### src/rtl/stack_pkg.sv
// Shared definitions for the stack engine: opcodes, error codes, control state.
// Latency: n/a (types and constants only).
// Backpressure: n/a.
//
// Contents: opcode_e (3-bit opcode map), err_e (sticky error codes),
// state_e (RUN/ERROR control state), addr_bits() helper for RAM address width.
package stack_pkg;

  typedef enum logic [2:0] {
    OP_NOP  = 3'b000,
    OP_PUSH = 3'b001,
    OP_POP  = 3'b010,
    OP_DUP  = 3'b011,
    OP_SWAP = 3'b100,
    OP_ADD  = 3'b101,
    OP_SUB  = 3'b110,
    OP_AND  = 3'b111
  } opcode_e;

  typedef enum logic [1:0] {
    ERR_NONE      = 2'b00,
    ERR_OVERFLOW  = 2'b01,
    ERR_UNDERFLOW = 2'b10,
    ERR_ILLEGAL   = 2'b11
  } err_e;

  typedef enum logic {
    ST_RUN   = 1'b0,
    ST_ERROR = 1'b1
  } state_e;

  // Address width for an n-entry memory; never less than one bit.
  function automatic int addr_bits(int n);
    return (n > 1) ? $clog2(n) : 1;
  endfunction

endpackage

### src/rtl/stack_spill_ram.sv
// Spill storage for stack entries below TOS/NOS; one write port, one async read port.
// Latency: write lands on the rising edge, read is combinational.
// Backpressure: none; the caller guarantees addresses are in range when used.
//
// Ports:
//   clk_i     clock
//   we_i      write enable
//   waddr_i   write address
//   wdata_i   write data
//   raddr_i   read address
//   rdata_o   read data (combinational)
module stack_spill_ram
  import stack_pkg::*;
#(
  parameter int WIDTH = 16,
  parameter int DEPTH = 30,
  localparam int AW = addr_bits(DEPTH)
) (
  input  logic             clk_i,
  input  logic             we_i,
  input  logic [AW-1:0]    waddr_i,
  input  logic [WIDTH-1:0] wdata_i,
  input  logic [AW-1:0]    raddr_i,
  output logic [WIDTH-1:0] rdata_o
);

  // No reset: contents are only ever read back after having been written.
  logic [WIDTH-1:0] mem_q [DEPTH];

  always_ff @(posedge clk_i) begin
    if (we_i) begin
      mem_q[waddr_i] <= wdata_i;
    end
  end

  assign rdata_o = mem_q[raddr_i];

endmodule

### src/rtl/stack_engine.sv
// Hardware operand stack: TOS/NOS in registers, deeper entries spilled to RAM.
// Latency: 1 cycle per op, 1 op/cycle throughput.
// Backpressure: op_ready drops in ERROR until an err_clr pulse; ops offered then are ignored.
//
// Ports:
//   CLK, reset_n        clock, asynchronous active-low reset
//   op_valid/op_ready   op handshake; opcode + getin (PUSH operand) qualify it
//   err_clr             leaves ERROR and clears err_code
//   top_of_stack        registered TOS (0 when empty)
//   second_of_stack     registered NOS (0 when fewer than two entries)
//   depth               entry count
//   err_code            sticky error: 00 none, 01 overflow, 10 underflow, 11 illegal
//
// Build option: define STACK_ARITH_EN to implement ADD/SUB/AND; otherwise
// those opcodes fault as illegal and no ALU is built.
module stack_engine
  import stack_pkg::*;
#(
  parameter int WIDTH = 16,
  parameter int DEPTH = 32
) (
  input  logic                         CLK,
  input  logic                         reset_n,
  input  logic                         op_valid,
  output logic                         op_ready,
  input  logic [2:0]                   opcode,
  input  logic [WIDTH-1:0]             getin,
  input  logic                         err_clr,
  output logic [WIDTH-1:0]             top_of_stack,
  output logic [WIDTH-1:0]             second_of_stack,
  output logic [$clog2(DEPTH+1)-1:0]   depth,
  output logic [1:0]                   err_code
);

  localparam int DW    = $clog2(DEPTH + 1);
  localparam int RAM_N = DEPTH - 2;
  localparam int AW    = addr_bits(RAM_N);
  localparam logic [DW-1:0] D_FULL = DW'(DEPTH);

  state_e           state_q, state_d;
  err_e             err_q, err_d;
  logic [WIDTH-1:0] tos_q, tos_d;
  logic [WIDTH-1:0] nos_q, nos_d;
  logic [DW-1:0]    depth_q, depth_d;

  logic             ram_we;
  logic [AW-1:0]    ram_waddr;
  logic [AW-1:0]    ram_raddr;
  logic [WIDTH-1:0] ram_rdata;
  logic [WIDTH-1:0] refill;

  logic             fault;
  err_e             fault_code;

  // The entry under NOS lives at RAM[depth-3]; a push that keeps NOS
  // occupied writes the old NOS one slot above that, at RAM[depth-2].
  assign ram_raddr = AW'(depth_q - DW'(3));
  assign ram_waddr = AW'(depth_q - DW'(2));
  assign refill    = (depth_q >= DW'(3)) ? ram_rdata : '0;

  stack_spill_ram #(
    .WIDTH (WIDTH),
    .DEPTH (RAM_N)
  ) u_spill (
    .clk_i   (CLK),
    .we_i    (ram_we),
    .waddr_i (ram_waddr),
    .wdata_i (nos_q),
    .raddr_i (ram_raddr),
    .rdata_o (ram_rdata)
  );

`ifdef STACK_ARITH_EN
  logic [WIDTH-1:0] alu_res;

  // NOS is the left operand, so SUB yields NOS - TOS; carries wrap away.
  always_comb begin
    alu_res = '0;
    case (opcode)
      OP_ADD:  alu_res = nos_q + tos_q;
      OP_SUB:  alu_res = nos_q - tos_q;
      OP_AND:  alu_res = nos_q & tos_q;
      default: alu_res = '0;
    endcase
  end
`endif

  always_comb begin
    state_d    = state_q;
    err_d      = err_q;
    tos_d      = tos_q;
    nos_d      = nos_q;
    depth_d    = depth_q;
    ram_we     = 1'b0;
    fault      = 1'b0;
    fault_code = ERR_NONE;

    if (state_q == ST_ERROR) begin
      if (err_clr) begin
        state_d = ST_RUN;
        err_d   = ERR_NONE;
      end
    end else if (op_valid) begin
      // Every branch that updates state does so only when no fault is raised,
      // so a faulting op leaves the stack untouched.
      case (opcode)
        OP_PUSH: begin
          if (depth_q == D_FULL) begin
            fault      = 1'b1;
            fault_code = ERR_OVERFLOW;
          end else begin
            tos_d   = getin;
            nos_d   = tos_q;
            depth_d = depth_q + DW'(1);
            ram_we  = (depth_q >= DW'(2));
          end
        end
        OP_POP: begin
          if (depth_q == '0) begin
            fault      = 1'b1;
            fault_code = ERR_UNDERFLOW;
          end else begin
            tos_d   = nos_q;
            nos_d   = refill;
            depth_d = depth_q - DW'(1);
          end
        end
        OP_DUP: begin
          if (depth_q == '0) begin
            fault      = 1'b1;
            fault_code = ERR_UNDERFLOW;
          end else if (depth_q == D_FULL) begin
            fault      = 1'b1;
            fault_code = ERR_OVERFLOW;
          end else begin
            nos_d   = tos_q;
            depth_d = depth_q + DW'(1);
            ram_we  = (depth_q >= DW'(2));
          end
        end
        OP_SWAP: begin
          if (depth_q < DW'(2)) begin
            fault      = 1'b1;
            fault_code = ERR_UNDERFLOW;
          end else begin
            tos_d = nos_q;
            nos_d = tos_q;
          end
        end
`ifdef STACK_ARITH_EN
        OP_ADD, OP_SUB, OP_AND: begin
          if (depth_q < DW'(2)) begin
            fault      = 1'b1;
            fault_code = ERR_UNDERFLOW;
          end else begin
            tos_d   = alu_res;
            nos_d   = refill;
            depth_d = depth_q - DW'(1);
          end
        end
`else
        OP_ADD, OP_SUB, OP_AND: begin
          fault      = 1'b1;
          fault_code = ERR_ILLEGAL;
        end
`endif
        default: ; // NOP
      endcase

      if (fault) begin
        state_d = ST_ERROR;
        err_d   = fault_code;
      end
    end
  end

  always_ff @(posedge CLK or negedge reset_n) begin
    if (!reset_n) begin
      state_q <= ST_RUN;
      err_q   <= ERR_NONE;
      tos_q   <= '0;
      nos_q   <= '0;
      depth_q <= '0;
    end else begin
      state_q <= state_d;
      err_q   <= err_d;
      tos_q   <= tos_d;
      nos_q   <= nos_d;
      depth_q <= depth_d;
    end
  end

  assign op_ready        = (state_q == ST_RUN);
  assign top_of_stack    = tos_q;
  assign second_of_stack = nos_q;
  assign depth           = depth_q;
  assign err_code        = err_q;

endmodule

### config.mk
export PLATFORM = sky130hd
export DESIGN_NAME = stack_engine
export DESIGN_NICKNAME = d
export VERILOG_FILES = /design/src/rtl/stack_pkg.sv /design/src/rtl/stack_spill_ram.sv /design/src/rtl/stack_engine.sv
export SDC_FILE = /design/constraint.sdc
export NUM_CORES = 1
export LEC_CHECK = 0
export ABC_CLOCK_PERIOD_IN_PS = 6100
export CAP_MARGIN = 15
export CORE_MARGIN = 2
export CORE_UTILIZATION = 44
export DETAILED_ROUTE_END_ITERATION = 16
export HOLD_SLACK_MARGIN = 0.1
export PLACE_DENSITY = 0.64
export SETUP_SLACK_MARGIN = 0.3
export SLEW_MARGIN = 20
export SYNTH_ARGS = -nofsm -noshare
export SYNTH_HDL_FRONTEND = slang
export SYNTH_SLANG_ARGS = --single-unit
### constraint.sdc
create_clock -name CLK -period 6.1 [get_ports CLK]
set_clock_uncertainty 0.15 [all_clocks]
set_input_delay 1.525 -clock CLK [delete_from_list [all_inputs] [get_ports CLK]]
set_output_delay 1.525 -clock CLK [all_outputs]
set_load 0.01 [all_outputs]
# [Word-level counts from Yosys, hierarchy flattened]
# Memories as Yosys holds them, arrays and structs flattened.
# Cells that the tools add are included.
[op_classes] addsub=4 muxes=41 n_lt_le_gt_ge=3 reduce_logical=11 bitwise=1 eq_ne=13
[ops] op="$mux 16" n=8
[ops] op="$pmux 16 s4" n=1
[ops] op="$pmux 16 s3" n=1
[ops] op="$mux 6" n=3
[ops] op="$pmux 6 s3" n=1
[ops] op="$mux 1" n=17
[ops] op="$mux 2" n=7
[ops] op="$eq 3x3->1 const B" n=4
[ops] op="$ge 6x2->1 const B" n=2
[ops] op="$reduce_and 6->1" n=2
[ops] op="$ne 2x2->1 const B" n=5
[ops] op="$pmux 2 s5" n=1
[ops] op="$sub 5x2->5 const B" n=2
[ops] op="$add 6x1->6 const B" n=1
[ops] op="$eq 3x2->1 const B" n=2
[ops] op="$eq 6x6->1 const B" n=1
[ops] op="$logic_not 6->1" n=1
[ops] op="$lt 6x2->1 const B" n=1
[ops] op="$reduce_bool 3->1" n=2
[ops] op="$sub 6x1->6 const B" n=1
[ops] op="$pmux 1 s5" n=1
[ops] op="$reduce_and 5->1" n=1
[ops] op="$reduce_bool 2->1" n=2
[ops] op="$reduce_bool 4->1" n=1
[ops] op="5 further kinds" n=5
[word_totals] mem_bits_rw=480 register_bits=41 memories=1
[mem_list] memory="u_spill.mem_q" depth=30 word_bits=16 rd=1 rd_clocked_by_memory_dff=0 write_ports=1 line="stack_spill_ram.sv:28" rtl="logic [WIDTH-1:0] mem_q [DEPTH];"

# [Depth between registers and ports, before layout]
# Gate-level depths: netlist of the first run.
[logic_depth] word_depth=9 depth_mapped=13 mapped_depth_nobuf=10

# [Modules after synthesis]
# Synthesis of the first run repeated with hierarchy kept, for this count alone.
[hier_totals] hier_cells=1178 area_unflattened_um2=21434.3
[modules_own_cells] mod="stack_spill_ram" instances=1 area_each_um2=18813.0 cells_per_inst=925 seq_area_each_um2=14413.8
[modules_own_cells] mod="stack_engine" instances=1 area_each_um2=2621.3 cells_per_inst=253 seq_area_each_um2=1026.0

# [Worst setup path before layout of the first run]
# Ideal clock, no wire load.
[synth_timing] kind="input port to flip-flop" from="input opcode[2]" to="memory u_spill.mem_q[29][0], enable pin" stages=6 setup_slack_ns=1.603 path_buffers=1 arrival_ns=3.916 cell_sequence="clkbuf_1 -> inv_1 -> and2_1 -> o2111a_1 -> nand2_1 -> nor4_1"
[synth_between] elab_chain_len=6
[synth_lines] item="start: declaration" line="stack_engine.sv:26" rtl="input logic [2:0] opcode,"
[synth_lines] item="$eq 3x2->1 or $eq 3x1->1 (tied branches)" line="stack_engine.sv:106" rtl="case (opcode)"
[synth_lines] item="$pmux 1 s2 (*)" line="stack_engine.sv:106"
[synth_lines] item="$mux 1 (*)" line="stack_engine.sv:103" rtl="end else if (op_valid) begin"
[synth_lines] item="$mux 1 (*)" line="stack_engine.sv:98" rtl="if (state_q == ST_ERROR) begin"
[synth_lines] item="$mux 1 (*)" line="stack_spill_ram.sv:31" rtl="if (we_i) begin"
[synth_lines] item="$mux 1 (implied by the code) (*)" line="stack_spill_ram.sv:32" rtl="mem_q[waddr_i] <= wdata_i;"
[synth_lines] item="end: declaration" line="stack_spill_ram.sv:28"
# Every way passes the cells marked *; elsewhere a longest branch is shown, timed or not.

# [Final worst setup path of the first run]
[layout_timing] from="input opcode[0]" to="register depth_q[5], in the netlist depth[5]"
[layout_between] elab_chain_len=3
[layout_lines] item="$eq 3x2->1 or $eq 3x1->1 (tied branches)" line="stack_engine.sv:106"
[layout_lines] item="$ne 2x2->1 (no line) or $reduce_bool 3->1 (tied branches)"
[layout_lines] item="$reduce_and 5->1 (no line)"
[layout_lines] item="end signal: assignment" line="stack_engine.sv:189" rtl="depth_q <= depth_d;"
[layout_lines] item="end: declaration" line="stack_engine.sv:44" rtl="logic [DW-1:0] depth_q, depth_d;"
# Parallel ways exist; a longest one is shown, timed or not.
# A chain may end at the register's enable or synchronous reset.

==> impl_metrics.py, run 1 <==
metrics = {
    "clock_tree": {
        "cts_resized": 0,
        "clk_pin_slew_ns": 0.06,
        "cts_max_level": 2,
        "cts_made_buffers": 54,
        "clock_path_buffers": 3,
        "clock-root-buffer": "clkbuf_16",
        "cts_sinks": 521,
        "cts_tree": "done",
        "post-cts-setup-buffer-count": 0,
        "insertion_delay_ns": 0.61,
        "hold_buffers": 0,
    },
    "logic_synthesis": {
        "muxShareOfSynthArea_pct": 15.2,
        "synth-seq-cells": 521,
        "synth_xor_area_share_pct": 0.753,
        "synthArstFlopShare_pct": 7.87,
        "yosysSeqAreaShare_pct": 73.7,
        "synth_top_family_by_area": "multiplexers",
        "ys.flop_type": "edfxtp_1",
        "synth_compound_area_share_pct": 4.06,
        "netlist_instances": 1101,
        "syn_area_per_cell_sq_um": 19.0,
        "syn-num-nets": 1135,
        "synth_simple_gate_area_share_pct": 3.88,
        "synth_fa_ha_area_share_pct": 0.693,
        "synth_edf_count": 480,
        "synth_area_sq_um": 20900,
        "ys_types": 53,
        "ys_warn_count": 0,
    },
    "timing": {
        "setup_viol": 0,
        "fmax_mhz": 239,
        "fin_setup_tns_ns": 0,
        "drv_slew": 0,
        "maxSlewHeadroom_pct": 26.4,
        "whs_ns": 0.357,
        "worst_pin_slew_ns": 1.10,
        "final.min_clock_period_ns": 4.18,
        "rsz0062_at_grt": "false",
        "setup_slack_ns": 1.92,
        "period_share_pct": 68.6,
        "hold_violations": 0,
    },
    "global_route": {
        "grt_pass1_wl_um": 72700,
        "grt_pass1_vias": 10900,
        "antenna_found_initial": 1,
        "grt_max_degree": 48,
        "overflow": 0,
        "grt_usage_pct": 20.2,
    },
    "final_layout": {
        "fin_nets": 1255,
        "instances_no_fill": 1875,
        "final_common_cell": "edfxtp_1",
        "final_cell_mix": "edfxtp_1 (480), mux4_2 (113), nor2_1 (78), nand2_1 (77), mux2i_1 (63)",
        "area_growth_pct": 16.2,
        "drive_gt1_share_pct": 21.9,
    },
    "worst_setup_path": {
        "critPathKind": "primary input to flip-flop",
        "crit_family": "buffers and inverters",
        "cp_max_fo": 19,
        "path_buf_inv": 2,
        "crit_arrival_ns": 4.55,
        "cpPeakStageDelay_ns": 0.76,
        "critPathCaptureType": "flip-flop",
        "cp-start-kind": "primary input",
        "crit_top_cell": "nor2_1",
        "slowest_stage": "clkdlybuf4s50_1",
        "startpoint": "opcode[0]",
        "worstPathRequired_ns": 6.46,
        "r2r-start": "depth[2]$_DFFE_PN0P_",
        "worstPathCellList": "clkdlybuf4s50_1 -> nor2_1 -> nand2_1 -> inv_1 -> ha_1 -> a21o_1 -> a21oi_1 -> nor2_1 -> o21a_1 -> o31ai_1 -> xnor2_1",
    },
    "hold_path": {
        "hold_path.startpoint": "state_q$_DFF_PN0_",
        "hp-class": "flip-flop to flip-flop",
    },
    "floorplanning": {
        "start_util_pct": 44.8,
        "fp-row-count": 79,
        "die_x_um": 222,
        "die_h_um": 222,
        "die_area_sq_um": 49300,
        "pin_count": 64,
        "core_area_sq_um": 46800,
    },
    "routing": {
        "drc": 0,
        "drt_iter0_markers": 1072,
        "dr_total_vias": 10800,
        "drtAntennaViolNets": 0,
        "drt-vias-per-instance": 5.77,
        "first_pass_iters": 7,
        "wirelength_um": 49000,
        "wl_per_cell_um": 26.1,
    },
    "power_and_ir_drop": {
        "finalPower_mw": 13.1,
        "ir_drop_uv": 380,
        "leakage_nw": 8.09,
        "p_per_area_nw_per_um2": 536,
    },
    "outcome": {
        "run_status": "finished, final reports clean",
    },
    "job": {
        "max-cap-violations": 0,
    },
    "place": {
        "place.gp.congestion": 0.837,
        "dp.cells": 1772,
        "dp_slack_ns": 1.37,
        "dp_hpwl_um": 29100,
        "io_buffers": 63,
    },
}
cells in the mapped netlist (5+ instances only):
master    instances  share of area, %
mux4_2          113                12
nand2_1          77               1.4
o22ai_1          17              0.51
buf_1             5             0.090
o221ai_1          5              0.21
o221ai_2         11              0.79
o21ai_0           7              0.17
edfxtp_1        480                69
xnor2_1          10              0.42
a211oi_1         15              0.54
dfrtp_1          41               4.9
nor3_1           18              0.43
ha_1             10              0.60
a21oi_1          43               1.0
mux2i_1          63               3.0
inv_1             9              0.16
buf_4            13              0.47
nor2_1           78               1.4
buf_2            18              0.43
clkbuf_1         19              0.34
final timing paths:
path,cells after the start,slack [ns],to
max,11,1.92,depth[5]$_DFFE_PN0P_
min,1,0.36,err_code[1]$_DFFE_PN0P_
max reg2reg,9,2.07,second_of_stack[7]$_DFFE_PN0P_
min reg2reg,1,0.36,err_code[1]$_DFFE_PN0P_
max in group asynchronous,1,4.17,depth[0]$_DFFE_PN0P_
min in group asynchronous,1,0.92,err_code[0]$_DFFE_PN0P_
cell type report:
class / instances / area (sq um)
clock buffer: 63 / 1410
fill: 3707 / 22400
sequential: 521 / 15400
clock inverter: 38 / 404
antenna: 2 / 5.00
multi-input combinational: 513 / 5190
timing repair buffer: 122 / 1090
tap: 607 / 759
inverter: 9 / 33.8
stage by stage:
| stage | utilization (%) | cell area (sq um) |
|---|---|---|
| floorplan | - | 20900 |
| global placement | 48.2 | 22500 |
| detailed placement | 48.2 | 22500 |
| CTS | 52.0 | 24300 |
| global route | 52.0 | 24300 |
| finish | 52.0 | 24300 |
routing by layer:
layer  global-route usage (%)  share of wire [%]  vias to the layer above
met5                        0                  0                        -
met2                     30.2                 46                      404
met1                     29.2                 44                     5654
met3                     4.04                7.2                       88
li1                         -                  -                     4682
met4                     8.59                3.7                        0
cells by family after synthesis:
logic type,count (synthesis)
flip-flops,521
AND/OR/NAND/NOR,192
multiplexers,177
AO/OA/AOI/OAI,118
buffers and inverters,67
XOR/XNOR,15
adder cells (fa/ha/maj),11
registers in the layout (all words and copies together) (netlist names):
signal           cells
depth                6
err_code             2
second_of_stack     16
state_q              1
top_of_stack        16
u_spill.mem_q      480
report_power, final:
| group | switching (mW) | internal, mW | leakage, nW |
|---|---|---|---|
| Sequential | 0.288 | 4.55 | 4.83 |
| Combinational | 2.95 | 1.92 | 2.38 |
| Clock | 1.36 | 1.99 | 0.883 |
| Total | 4.60 | 8.45 | 8.09 |
No activity file was read; power rests on OpenSTA's default activity.
==> run 2, diff against run 1 <==
- ABC_CLOCK_PERIOD_IN_PS: 6100 -> 3500
- PLACE_DENSITY: 0.64 -> 0.67
- clock period: 6.1 -> 3.5 ns (I/O delays scaled with it)
==> run 2 against run 1 <==
Net effect:
- largest cell class unchanged
- clock power grew 55%
- non-clock buffer count grew 40
- sequential power grew 74%
- worst setup slack lost 1.5 ns
- largest power group unchanged
- core utilization grew 0.96 points
==> impl_metrics.py, run 2 (synthesis results as in run 1) <==
metrics = {
    "routing": {
        "drt_iter0_markers": 1413,
        "drc": 0,
        "drt-vias-per-instance": 5.86,
        "wirelength_um": 52400,
        "wl_per_cell_um": 27.5,
        "drtAntennaViolNets": 0,
        "first_pass_iters": 5,
        "dr_total_vias": 11200,
    },
    "timing": {
        "fin_setup_tns_ns": 0,
        "drv_slew": 0,
        "worst_pin_slew_ns": 0.620,
        "rsz0062_at_grt": "false",
        "setup_slack_ns": 0.422,
        "fmax_mhz": 325,
        "period_share_pct": 87.9,
        "hold_violations": 0,
        "setup_viol": 0,
        "maxSlewHeadroom_pct": 57.5,
        "final.min_clock_period_ns": 3.08,
    },
    "global_route": {
        "grt_pass1_vias": 11000,
        "overflow": 0,
        "antenna_found_initial": 0,
        "grt_max_degree": 57,
        "grt_usage_pct": 21.5,
        "grt_pass1_wl_um": 76900,
    },
    "final_layout": {
        "area_growth_pct": 18.4,
        "utilization_pct": 53.0,
        "final_common_cell": "edfxtp_1",
        "drive_gt1_share_pct": 26.7,
        "largest_reg_flops": 480,
        "diodes": 0,
        "final_cell_mix": "edfxtp_1 (480), mux4_2 (113), nand2_1 (75), buf_4 (75), mux2i_1 (63)",
        "fin_nets": 1291,
        "regMostFlops": "u_spill.mem_q",
    },
    "worst_setup_path": {
        "cp-start-kind": "flip-flop",
        "cp_max_fo": 41,
        "critPathCaptureType": "flip-flop",
        "worstPathRequired_ns": 3.77,
        "crit_arrival_ns": 3.35,
        "critPathKind": "flip-flop to flip-flop",
    },
    "floorplanning": {
        "start_util_pct": 44.8,
        "fp-row-count": 79,
        "core_area_sq_um": 46800,
        "pin_count": 64,
        "die_h_um": 222,
        "die_x_um": 222,
        "die_area_sq_um": 49300,
    },
    "power_and_ir_drop": {
        "p_int_mw": 14.6,
        "p_sw_mw": 8.41,
        "ir_drop_uv": 844,
        "combPwrFrac_pct": 40.9,
        "pwr-share-seq_pct": 36.5,
        "p_per_area_nw_per_um2": 930,
        "leakage_nw": 8.28,
        "clkPwrFrac_pct": 22.6,
        "p_sw_share_pct": 36.5,
    },
    "clock_tree": {
        "cts_made_buffers": 50,
        "cts_max_level": 2,
        "hold_buffers": 0,
        "clock_path_buffers": 3,
        "insertion_delay_ns": 0.57,
        "clk_pin_slew_ns": 0.06,
        "cts_sinks": 521,
        "clock-root-buffer": "clkbuf_16",
        "cts_tree": "done",
    },
    "hold_path": {
        "hp-class": "primary input to async pin",
    },
    "outcome": {
        "run_status": "finished, final reports clean",
    },
    "place": {
        "dp_hpwl_um": 33100,
        "place.gp.congestion": 0.834,
        "dp_slack_ns": 0.148,
        "io_buffers": 63,
    },
    "job": {
        "max-cap-violations": 0,
    },
}
[run 2: worst paths after layout]
| kind | cells after the start | endpoint | slack, ns | startpoint |
|---|---|---|---|---|
| worst max-delay path | 8 | second_of_stack[1]$_DFFE_PN0P_ | 0.42 | depth[1]$_DFFE_PN0P_ |
| worst min-delay path | 1 | err_code[0]$_DFFE_PN0P_ | 0.18 | reset_n |
| worst max register to register | 8 | second_of_stack[1]$_DFFE_PN0P_ | 0.42 | depth[1]$_DFFE_PN0P_ |
| worst min register to register | 1 | err_code[1]$_DFFE_PN0P_ | 0.38 | state_q$_DFF_PN0_ |
| max in group asynchronous | 2 | top_of_stack[6]$_DFFE_PN0P_ | 2.21 | reset_n |
| min in group CLK | 1 | err_code[1]$_DFFE_PN0P_ | 0.38 | state_q$_DFF_PN0_ |
[run 2: repair_timing]
action,4_1_cts,5_1_grt
endpoints found under the setup margin,0,12
buffers inserted,0,5
gates resized for setup,0,2
[run 2: stage by stage]
step / hold WS, ns / instances / power (mW) / cell area (sq um)
global route: 0.193 / 1903 / 23.9 / 24800
detailed placement: 0.371 / 1807 / 17.8 / 23100
global placement: 0.352 / 1807 / 17.7 / 23100
CTS: 0.173 / 1898 / 23.0 / 24700
floorplan: 0.317 / 1101 / 13.9 / 21100
finish: 0.178 / 1903 / 23.1 / 24800
[run 2: worst max-delay path, stage by stage (launching register included)]
cell and delay, ns:
dfrtp_1 0.54, inv_1 0.15, ha_4 0.35, buf_12 0.26, mux4_2 0.37, mux2i_1 0.50, o22ai_1 0.18, nor3_1 0.25
o221ai_1 0.14
[run 2: area by class of cell]
class	instances	area, sq um
multi-input cells	513	5300
fillers	3600	22000
flip-flops and latches	521	15400
clock buffers	59	1310
repair buffers	162	1670
clock inverters	32	275
well taps	607	759
inverters	9	33.8
[run 2: power groups by stage]
| stage | Sequential, mW | Combinational [mW] | Clock (mW) |
|---|---|---|---|
| floorplan | 8.74 | 5.13 | 0 |
| global placement | 8.54 | 9.17 | 0 |
| detailed placement | 8.54 | 9.29 | 0 |
| CTS | 8.41 | 9.32 | 5.30 |
| global route | 8.45 | 9.95 | 5.55 |
| finish | 8.41 | 9.44 | 5.20 |
[run 2: layer usage]
layer | vias up | share of wire, % | track usage [%]
met3 | 80 | 8.0 | 3.87
met2 | 520 | 48 | 33.6
li1 | 4744 | - | -
met4 | 0 | 3.3 | 7.24
met1 | 5806 | 41 | 30.6
met5 | - | 0 | 0
==> run 3, diff against run 2 <==
--- a/config.mk
+++ b/config.mk
@@ -13,5 +13,5 @@
 export HOLD_SLACK_MARGIN = 0.1
 export PLACE_DENSITY = 0.67
-export SETUP_SLACK_MARGIN = 0.3
+export SETUP_SLACK_MARGIN = 0.4
 export SLEW_MARGIN = 20
 export SYNTH_ARGS = -nofsm -noshare
--- a/constraint.sdc
+++ b/constraint.sdc
@@ -3,3 +3,3 @@
 set_input_delay 0.875 -clock CLK [delete_from_list [all_inputs] [get_ports CLK]]
 set_output_delay 0.875 -clock CLK [all_outputs]
-set_load 0.01 [all_outputs]
+set_load 0.1 [all_outputs]
==> run 3 against run 2 <==
Net effect:
- register-to-register slack improved by 0.08 ns
- die area stayed put
- sequential power is 1% higher
- largest cell class unchanged
==> impl_metrics.py, run 3 (synthesis results as in run 1) <==
metrics = {
    "clock_tree": {
        "clock_path_buffers": 3,
        "clock-root-buffer": "clkbuf_16",
        "cts_sinks": 521,
        "cts_resized": 0,
        "hold_buffers": 0,
        "cts_tree": "done",
        "post-cts-setup-buffer-count": 0,
        "cts_made_buffers": 51,
        "insertion_delay_ns": 0.59,
        "cts_max_level": 2,
        "clk_pin_slew_ns": 0.06,
    },
    "timing": {
        "setup_viol": 0,
        "hold_violations": 0,
        "final.min_clock_period_ns": 3.00,
        "rsz0062_at_grt": "true",
        "worst_pin_slew_ns": 0.731,
        "whs_ns": 0.149,
        "drv_slew": 0,
        "maxSlewHeadroom_pct": 51.3,
        "period_share_pct": 85.6,
        "fmax_mhz": 334,
        "fin_setup_tns_ns": 0,
    },
    "worst_setup_path": {
        "slowest_stage": "dfrtp_4",
        "r2r-end": "second_of_stack[2]$_DFFE_PN0P_",
        "cp-start-kind": "flip-flop",
        "worstPathCellList": "buf_16 -> buf_12 -> mux4_2 -> mux2i_1 -> o22ai_1 -> nor3_1 -> o221ai_1",
        "startpoint": "depth[0]$_DFFE_PN0P_",
        "r2r_setup_slack_ns": 0.50,
        "r2r-start": "depth[0]$_DFFE_PN0P_",
        "critPathCaptureType": "flip-flop",
        "critPathKind": "flip-flop to flip-flop",
        "crit_end": "second_of_stack[2]$_DFFE_PN0P_",
        "cpPeakStageDelay_ns": 0.56,
        "crit_arrival_ns": 3.29,
        "reg2reg_depth": 7,
        "worstPathRequired_ns": 3.79,
        "cp_max_fo": 41,
    },
    "global_route": {
        "grt_pass1_wl_um": 75700,
        "antenna_found_initial": 2,
        "grt_usage_pct": 21.5,
        "overflow": 0,
        "grt_pass1_vias": 11100,
        "grt_max_degree": 57,
    },
    "final_layout": {
        "fin_area_sq_um": 24700,
        "regMostFlops": "u_spill.mem_q",
        "largest_reg_flops": 480,
        "drive_gt1_share_pct": 28.6,
        "diodes": 0,
        "final_cell_mix": "edfxtp_1 (480), mux4_2 (113), buf_4 (85), nand2_1 (75), mux2i_1 (61)",
        "fin_nets": 1272,
        "area_growth_pct": 18.2,
        "final_common_cell": "edfxtp_1",
    },
    "routing": {
        "drt-vias-per-instance": 5.91,
        "dr_total_vias": 11100,
        "drt_iter0_markers": 1235,
        "drc": 0,
        "wl_per_cell_um": 27.9,
        "first_pass_iters": 5,
        "drtAntennaViolNets": 0,
        "wirelength_um": 52700,
    },
    "floorplanning": {
        "core_area_sq_um": 46800,
        "die_x_um": 222,
        "die_area_sq_um": 49300,
        "start_util_pct": 44.8,
        "pin_count": 64,
        "fp-row-count": 79,
        "die_h_um": 222,
    },
    "power_and_ir_drop": {
        "pwr-share-seq_pct": 34.9,
        "leakage_nw": 8.26,
        "finalPower_mw": 24.4,
        "p_int_mw": 14.4,
        "clkPwrFrac_pct": 21.4,
        "combPwrFrac_pct": 43.7,
        "p_sw_mw": 9.99,
        "p_per_area_nw_per_um2": 986,
        "p_sw_share_pct": 40.9,
        "ir_drop_uv": 870,
    },
    "place": {
        "dpl_cell_area_sq_um": 23100,
        "place.gp.congestion": 0.831,
        "io_buffers": 63,
        "dp_hpwl_um": 33000,
    },
    "job": {
        "max-cap-violations": 0,
    },
    "hold_path": {
        "hp-class": "primary input to async pin",
    },
    "outcome": {
        "run_status": "finished, final reports clean",
    },
}
run 3: changes by cell type in the layout (fill, tap and decap cells not counted), moves of 3 or more:
cell and change:
buf_12 +10, buf_4 +10, clkbuf_1 +7, clkbuf_16 +3, clkdlybuf4s50_1 -41, clkinv_2 -7, dfrtp_1 -3, dfrtp_2 +3
nor2_2 -6, nor2_4 +6
run 3: per-stage QoR:
| stage | setup slack [ns] | util (%) | instances |
|---|---|---|---|
| 3_5_place_dp | 0.135 | 49.5 | 1792 |
| 2_1_floorplan | 0.208 | - | 1101 |
| 5_1_grt | 0.365 | 52.9 | 1885 |
| 6_report | 0.502 | 52.9 | 1885 |
| 4_1_cts | 0.467 | 52.9 | 1885 |
| 3_3_place_gp | 0.173 | 49.5 | 1792 |
run 3: critical path: cells and delay by family (launching register included):
kind,cells,cell delay [ns]
compound gates,2,0.33
simple gates,1,0.26
buf+inv,2,0.54
flops,1,0.56
mux,2,0.91
run 3: power by group through the flow:
stage / logic, mW / clock network (mW) / registers [mW]
2_1_floorplan: 5.25 / 0 / 10.3
3_3_place_gp: 10.5 / 0 / 8.62
3_5_place_dp: 10.6 / 0 / 8.64
4_1_cts: 10.6 / 5.30 / 8.52
5_1_grt: 11.1 / 5.55 / 8.55
6_report: 10.7 / 5.23 / 8.51
run 3: cell type report:
cell class                 instances  area (sq um)
inverter                           9          41.3
clock inverter                    23           164
sequential                       521         15400
clock buffer                      70          1420
fill                            3585         22000
multi-input combinational        513          5360
timing repair buffer             142          1560
tap                              607           759
run 3: metal layers:
metal,routed length (um),track usage (%)
met1,21900,30.5
met4,1690,7.80
met2,25100,33.7
met5,0,0
met3,3990,3.60
run 3: worst min path at each step:
stage,end,cells past startpoint,from,slack [ns]
2_1_floorplan,err_code[1]$_DFFE_PN0P_,1,state_q$_DFF_PN0_,0.32
3_5_place_dp,err_code[1]$_DFFE_PN0P_,1,state_q$_DFF_PN0_,0.35
4_1_cts,second_of_stack[2]$_DFFE_PN0P_,1,reset_n,0.14
3_3_place_gp,err_code[1]$_DFFE_PN0P_,1,state_q$_DFF_PN0_,0.34
6_report,second_of_stack[2]$_DFFE_PN0P_,1,reset_n,0.15
5_1_grt,second_of_stack[8]$_DFFE_PN0P_,1,reset_n,0.17
